==> src/rtl/alu_opseq_ctrl.sv <==
// -----------------------------------------------------------------------------
// alu_opseq_ctrl
// Operand-path sequencer for the EX stage. It accepts one ALU operation per
// request handshake. It then drives the shared X/Y invert muxes, the carry-in
// and the function select of an external, purely combinational ALU for one or
// two passes. It registers the ALU result and returns it on a response
// handshake.
//
// Ports
//   clk, rst_n                 clock (rising edge), async active-low reset
//   req_valid/req_ready        request handshake (ready only in IDLE)
//   req_op/req_x/req_y         opcode and operands
//                              (0 ADD,1 SUB,2 AND,3 OR,4 NOR,5 NAND,6 ANDN,
//                               7 ABS,8 MIN,9 MAX,10-15 illegal)
//   alu_x/alu_y                operands presented to the ALU invert muxes
//   inv_x/inv_y                invert-mux selects (1 = complement)
//   alu_cin                    adder carry-in
//   alu_fn                     00 ADD, 01 AND, 10 OR
//   alu_res/alu_v              combinational ALU result and signed overflow
//   res_valid/res_ready        response handshake
//   res_data/res_v/res_err     result, overflow flag, illegal-opcode flag
// -----------------------------------------------------------------------------
module alu_opseq_ctrl #(
    parameter int WIDTH = 16
) (
    input  logic             clk,
    input  logic             rst_n,
    input  logic             req_valid,
    output logic             req_ready,
    input  logic [3:0]       req_op,
    input  logic [WIDTH-1:0] req_x,
    input  logic [WIDTH-1:0] req_y,
    output logic [WIDTH-1:0] alu_x,
    output logic [WIDTH-1:0] alu_y,
    output logic             inv_x,
    output logic             inv_y,
    output logic             alu_cin,
    output logic [1:0]       alu_fn,
    input  logic [WIDTH-1:0] alu_res,
    input  logic             alu_v,
    output logic             res_valid,
    input  logic             res_ready,
    output logic [WIDTH-1:0] res_data,
    output logic             res_v,
    output logic             res_err
);

    localparam logic [3:0] OP_ADD  = 4'd0;
    localparam logic [3:0] OP_SUB  = 4'd1;
    localparam logic [3:0] OP_AND  = 4'd2;
    localparam logic [3:0] OP_OR   = 4'd3;
    localparam logic [3:0] OP_NOR  = 4'd4;
    localparam logic [3:0] OP_NAND = 4'd5;
    localparam logic [3:0] OP_ANDN = 4'd6;
    localparam logic [3:0] OP_ABS  = 4'd7;
    localparam logic [3:0] OP_MIN  = 4'd8;
    localparam logic [3:0] OP_MAX  = 4'd9;

    localparam logic [1:0] FN_ADD = 2'b00;
    localparam logic [1:0] FN_AND = 2'b01;
    localparam logic [1:0] FN_OR  = 2'b10;

    typedef enum logic [1:0] {
        ST_IDLE = 2'd0,
        ST_P1   = 2'd1,
        ST_P2   = 2'd2,
        ST_DONE = 2'd3
    } state_t;

    // Datapath control word. It is loaded on the edge that enters a pass, so
    // the ALU sees registered controls for the whole pass.
    typedef struct packed {
        logic [WIDTH-1:0] x;
        logic [WIDTH-1:0] y;
        logic             inv_x;
        logic             inv_y;
        logic             cin;
        logic [1:0]       fn;
    } ctrl_t;

    localparam ctrl_t CTRL_ZERO = '{x: {WIDTH{1'b0}}, y: {WIDTH{1'b0}},
                                    inv_x: 1'b0, inv_y: 1'b0, cin: 1'b0,
                                    fn: 2'b00};

    // First-pass control decode for a freshly accepted op.
    function automatic ctrl_t p1_ctrl(input logic [3:0] op,
                                      input logic [WIDTH-1:0] x,
                                      input logic [WIDTH-1:0] y);
        ctrl_t c;
        c   = CTRL_ZERO;
        c.x = x;
        c.y = y;
        case (op)
            OP_ADD:  c.fn = FN_ADD;
            OP_SUB,
            OP_MIN,
            OP_MAX:  begin
                // X + ~Y + 1: the subtract result also drives the signed compare
                c.fn    = FN_ADD;
                c.inv_y = 1'b1;
                c.cin   = 1'b1;
            end
            OP_AND:  c.fn = FN_AND;
            OP_OR:   c.fn = FN_OR;
            OP_NOR:  begin
                // ~X & ~Y == ~(X | Y)
                c.fn    = FN_AND;
                c.inv_x = 1'b1;
                c.inv_y = 1'b1;
            end
            OP_NAND: begin
                // ~X | ~Y == ~(X & Y)
                c.fn    = FN_OR;
                c.inv_x = 1'b1;
                c.inv_y = 1'b1;
            end
            OP_ANDN: begin
                c.fn    = FN_AND;
                c.inv_y = 1'b1;
            end
            OP_ABS:  begin
                // Pass X through the adder; the sign is inspected at pass end
                c.fn = FN_ADD;
                c.y  = {WIDTH{1'b0}};
            end
            default: c = CTRL_ZERO;
        endcase
        return c;
    endfunction

    state_t           state_q, state_d;
    logic [3:0]       op_q, op_d;
    logic [WIDTH-1:0] x_q, x_d;
    logic [WIDTH-1:0] y_q, y_d;
    ctrl_t            ctrl_q, ctrl_d;
    logic             req_ready_q, req_ready_d;
    logic             res_valid_q, res_valid_d;
    logic [WIDTH-1:0] res_data_q, res_data_d;
    logic             res_v_q, res_v_d;
    logic             res_err_q, res_err_d;

    logic             lt_s;
    logic [WIDTH-1:0] sel_s;

    // Signed X<Y from the subtract pass, and the MIN/MAX winner it selects.
    always_comb begin
        lt_s = alu_res[WIDTH-1] ^ alu_v;
        if (op_q == OP_MIN) begin
            sel_s = lt_s ? x_q : y_q;
        end else begin
            sel_s = lt_s ? y_q : x_q;
        end
    end

    // Next-state and next-output decode for the sequencer.
    always_comb begin
        state_d     = state_q;
        op_d        = op_q;
        x_d         = x_q;
        y_d         = y_q;
        ctrl_d      = CTRL_ZERO;
        req_ready_d = 1'b0;
        res_valid_d = res_valid_q;
        res_data_d  = res_data_q;
        res_v_d     = res_v_q;
        res_err_d   = res_err_q;

        case (state_q)
            ST_IDLE: begin
                if (req_valid) begin
                    state_d = ST_P1;
                    op_d    = req_op;
                    x_d     = req_x;
                    y_d     = req_y;
                    ctrl_d  = p1_ctrl(req_op, req_x, req_y);
                end else begin
                    req_ready_d = 1'b1;
                end
            end

            ST_P1: begin
                state_d     = ST_DONE;
                res_valid_d = 1'b1;
                res_err_d   = 1'b0;
                res_v_d     = 1'b0;
                case (op_q)
                    OP_ADD, OP_SUB: begin
                        res_data_d = alu_res;
                        res_v_d    = alu_v;
                    end
                    OP_AND, OP_OR, OP_NOR, OP_NAND, OP_ANDN: begin
                        res_data_d = alu_res;
                    end
                    OP_ABS: begin
                        if (x_q[WIDTH-1] == 1'b0) begin
                            res_data_d = x_q;
                        end else begin
                            // Negative: second pass forms ~X + 1
                            state_d      = ST_P2;
                            res_valid_d  = 1'b0;
                            ctrl_d.fn    = FN_ADD;
                            ctrl_d.x     = x_q;
                            ctrl_d.inv_x = 1'b1;
                            ctrl_d.cin   = 1'b1;
                        end
                    end
                    OP_MIN, OP_MAX: begin
                        // Second pass routes the winner through the adder
                        state_d     = ST_P2;
                        res_valid_d = 1'b0;
                        ctrl_d.fn   = FN_ADD;
                        ctrl_d.x    = sel_s;
                    end
                    default: begin
                        res_data_d = {WIDTH{1'b0}};
                        res_err_d  = 1'b1;
                    end
                endcase
            end

            ST_P2: begin
                state_d     = ST_DONE;
                res_valid_d = 1'b1;
                res_data_d  = alu_res;
                if (op_q == OP_ABS) begin
                    res_v_d = alu_v;
                end else begin
                    res_v_d = 1'b0;
                end
            end

            ST_DONE: begin
                if (res_ready) begin
                    state_d     = ST_IDLE;
                    req_ready_d = 1'b1;
                    res_valid_d = 1'b0;
                    res_err_d   = 1'b0;
                end else begin
                    req_ready_d = 1'b0;
                end
            end

            default: begin
                state_d     = ST_IDLE;
                req_ready_d = 1'b1;
                res_valid_d = 1'b0;
                res_err_d   = 1'b0;
            end
        endcase
    end

    // State, operand and output registers.
    always_ff @(posedge clk or negedge rst_n) begin
        if (!rst_n) begin
            state_q     <= ST_IDLE;
            op_q        <= 4'd0;
            x_q         <= {WIDTH{1'b0}};
            y_q         <= {WIDTH{1'b0}};
            ctrl_q      <= CTRL_ZERO;
            req_ready_q <= 1'b1;
            res_valid_q <= 1'b0;
            res_data_q  <= {WIDTH{1'b0}};
            res_v_q     <= 1'b0;
            res_err_q   <= 1'b0;
        end else begin
            state_q     <= state_d;
            op_q        <= op_d;
            x_q         <= x_d;
            y_q         <= y_d;
            ctrl_q      <= ctrl_d;
            req_ready_q <= req_ready_d;
            res_valid_q <= res_valid_d;
            res_data_q  <= res_data_d;
            res_v_q     <= res_v_d;
            res_err_q   <= res_err_d;
        end
    end

    assign req_ready = req_ready_q;
    assign alu_x     = ctrl_q.x;
    assign alu_y     = ctrl_q.y;
    assign inv_x     = ctrl_q.inv_x;
    assign inv_y     = ctrl_q.inv_y;
    assign alu_cin   = ctrl_q.cin;
    assign alu_fn    = ctrl_q.fn;
    assign res_valid = res_valid_q;
    assign res_data  = res_data_q;
    assign res_v     = res_v_q;
    assign res_err   = res_err_q;

endmodule

==> config.mk <==
export PLATFORM = sky130hd
export DESIGN_NAME = alu_opseq_ctrl
export DESIGN_NICKNAME = d
export VERILOG_FILES = /design/src/rtl/alu_opseq_ctrl.sv
export SDC_FILE = /design/constraint.sdc
export NUM_CORES = 1
export LEC_CHECK = 0
export CORE_MARGIN = 2
export CORE_UTILIZATION = 30
export CTS_BUF_LIST = sky130_fd_sc_hd__clkbuf_4
export DETAILED_ROUTE_END_ITERATION = 7
export GPL_ROUTABILITY_DRIVEN = 1
export PLACE_DENSITY_LB_ADDON = 0.15
export SETUP_SLACK_MARGIN = 0.2
export SLEW_MARGIN = 0
export SYNTH_ARGS = -nofsm -noshare
export SYNTH_HDL_FRONTEND = slang
export SYNTH_SLANG_ARGS = --single-unit
==> constraint.sdc <==
create_clock -name clk -period 5.1 [get_ports clk]
set_input_delay 1.275 -clock clk [delete_from_list [all_inputs] [get_ports clk]]
set_output_delay 1.275 -clock clk [all_outputs]
set_load 0.05 [all_outputs]
==> summary.md <==
| Metric | Value |
|---|---|
| Multi-input logic area | 0.00150 sq mm |
| Worst Path Max Fanout | 1 |
| Final HPWL DP | 7580 um |
| Minimum clock period | 3050 ps |
| Die span in x | 120 um |
| Worst EP required | 3830 ps |
| Setup Total Neg Slack | 0 ps |
| Post-Syn Nets | 469 |
| Post-CTS resize count | 0 |
| GR Util All Layers | 15.7% |
| Filler cell count | 1,276 |
| Initial antenna violation count | 1 |
| Rel. slew slack | 20.8% |
| Congestion Overflow GR | 0 |
| CTS buffer count | 9 |
| Placer Congestion | 0.780 |
| DR vias | 3,226 |
| Synth async-reset ratio | 100% |
| Wirelength per Cell | 15.6 um |
| Crit path cell chain | clkdlybuf4s50_1 |
| Critical path's top delay family | buffers and inverters |
| CP startpoint kind | flop |
| IO Count | 114 |
| Final hold slack | 503 ps |
| Final Hold Fails | 0 |
| CP endpoint kind | output port |
| Clk_lat worst skew | 450 ps |
| Seq cells post-synth | 95 |
| Number of hold buffers added after CTS | 0 |
| Post-synth EDFFs | 0 |
| Fin crit share | 59.8% |
| Main flop type after synthesis | dfrtp_1 |
| Syn Inst Count | 408 |
| Number of distinct library cells after synthesis | 45 |
| Setup violators final | 0 |
| Peak VDD IR | 0.122 mV |
| Pins over their slew limit | 0 |
| DRT iter0 DRCs | 219 |
| Fmax | 328 MHz |
| Register area | 0.00238 sq mm |
| Routed vias/inst | 4.68 |
| Area growth, synth to finish | 34.8% |
| Most frequent cells after synthesis | 115 x nand2_1, 94 x dfrtp_1, 55 x nor2_1 |
| First-pass GRT wire length | 17,300 um |
| Sequential fraction of the synthesis area | 59.1% |
| Largest net degree at the start of global routing | 65 |
| Hold Crit Class | flop to flop |
| Number of global-route vias before repair | 3,179 |
| H-tree levels | 3 |
| Total wire length | 10,700 um |
| RSZ-0062 raised after global routing | false |
| Most frequent cell after synthesis | nand2_1 |
| Reg clk slew, reported paths | 150 ps |
| Starting Density | 30.5% |
| Clock sink count | 95 |
| Site Rows | 42 |
| Slew of the pin with the lowest slew margin | 1180 ps |
| Max clock buf depth | 2 |
| Leading post-synthesis cells by cell area | dfrtp_1 58%, nand2_1 11%, nor2_1 5.1%, a221o_1 3.7%, a2bb2oi_1 3.3% |
| Share of layout cells above drive strength 1 | 4.88% |
| Root Buffer | clkbuf_4 |
| DRT antenna net count | 0 |
| Post-Syn Area | 0.00403 sq mm |
| IO Port Bufs | 113 |
| Yosys top cell by area | dfrtp_1 |
| CP bufs+invs | 1 |
| Die H | 120 um |
| Synth Area per Inst | 9.87 sq um |
| Synth warn | 0 |
| Post-route cell area | 0.00543 sq mm |
| Critical path's slowest cell | clkdlybuf4s50_1 |
| Post-CTS Setup Inserts | 0 |
| CTS tree | done |
| Critical Path AT | 1780 ps |
| Die area | 0.0144 sq mm |
| Synth top area share | 58.4% |
| P_leak | 2.52 nW |
| DR DRC count | 0 |
| Nets | 568 |
| MaxCap Viol Count | 0 |
| Critical path class | flop to output port |
| Core Region | 0.0132 sq mm |
| Drt first pass iters | 4 |
| DP Area | 0.00528 sq mm |
| Layout Skew | 18.8 ps |
| CP peak stage delay | 780 ps |
| Pwr/cell area | 563 mW/mm^2 |
| Outcome | finished, final reports clean |
## registers in the layout, summed over array words and instances (netlist names), 2 cells and up
register and flops:
op_q 4, y_q 16, alu_fn 2, res_data 16, alu_x 16, state_q 2
x_q 16, alu_y 16
## cells by family after synthesis
group | after synthesis | synth area share, %
adders and majority gates | 4 | 1.24
buffers and inverters | 34 | 3.60
and+or+nand+nor | 190 | 19.3
DFF | 95 | 59.1
xor gates and xnor gates | 2 | 0.808
muxes | 4 | 1.03
AOI/OAI and AO/OA | 79 | 14.9
## cell usage in the layout (no fill, tap or decap), types with 4 or more instances in the layout
cell             Yosys  final
buf_4                0      5
clkbuf_4             0     11
a221o_1             15     15
nor2_1              55     55
ha_1                 4      4
inv_1                5      5
clkdlybuf4s50_1      0    112
a22oi_1             14     14
dfrtp_1             94     94
a21oi_1             18     18
nand2_1            115    115
o21ai_0              4      4
a2bb2oi_1           15     15
## stage by stage
| step | total power [mW] | worst slack [ps] | utilization (%) | cells |
|---|---|---|---|---|
| finish | 3.06 | 2050 | 41.2 | 689 |
| global route | 3.28 | 2000 | 41.2 | 689 |
| detailed placement | 2.66 | 1660 | 40.0 | 672 |
| CTS | 3.10 | 2010 | 41.1 | 688 |
| floorplan | 2.19 | 2470 | - | 408 |
| global placement | 2.64 | 1670 | 40.0 | 672 |
## power breakdown
group          switching, mW  total, mW  internal, mW
Clock                  0.263      0.429         0.166
Combinational          0.876       1.40         0.525
Sequential             0.217       1.23          1.01
Total                   1.36       3.06          1.70
## per-layer routing
layer / share of wire (%) / vias up / GRT usage, % / wire [um]
met3: 5.9 / 12 / 2.04 / 630
met4: 1.6 / 0 / 6.18 / 176
met5: 0 / - / 0 / 0
met1: 49 / 1523 / 24.0 / 5280
met2: 43 / 109 / 22.3 / 4650
li1: - / 1582 / - / -
## worst paths after layout
check	startpoint	endpoint	slack, ps	depth (start not counted)
max in group asynchronous	rst_n	req_ready$_DFF_PN1_	3250	2
hold / removal	y_q[4]$_DFFE_PN0P_	y_q[4]$_DFFE_PN0P_	500	2
min in group asynchronous	rst_n	y_q[15]$_DFFE_PN0P_	870	1
hold reg to reg	y_q[4]$_DFFE_PN0P_	y_q[4]$_DFFE_PN0P_	500	2
setup reg to reg	state_q[0]$_DFFE_PN0P_	res_data[14]$_DFFE_PN0P_	2540	6
setup / recovery	req_ready$_DFF_PN1_	req_ready	2050	1
## worst register-to-register path: cells and delay by family, from the launching register on
family                   cells  cell delay [ps]
flip-flops                   1              460
AND/OR/NAND/NOR              2              330
AO/OA/AOI/OAI                2              920
adder cells (fa/ha/maj)      1              630
buffers and inverters        1              120
## final cells by class
class                      count  area share, %
antenna                        1         0.0461
clock buffer                  11           1.52
clock inverter                 5           1.20
inverter                       5          0.346
multi-input combinational    279           27.7
sequential                    95           43.8
tap                          176           4.06
timing repair buffer         117           21.3
No activity file was read; power rests on OpenSTA's default activity.
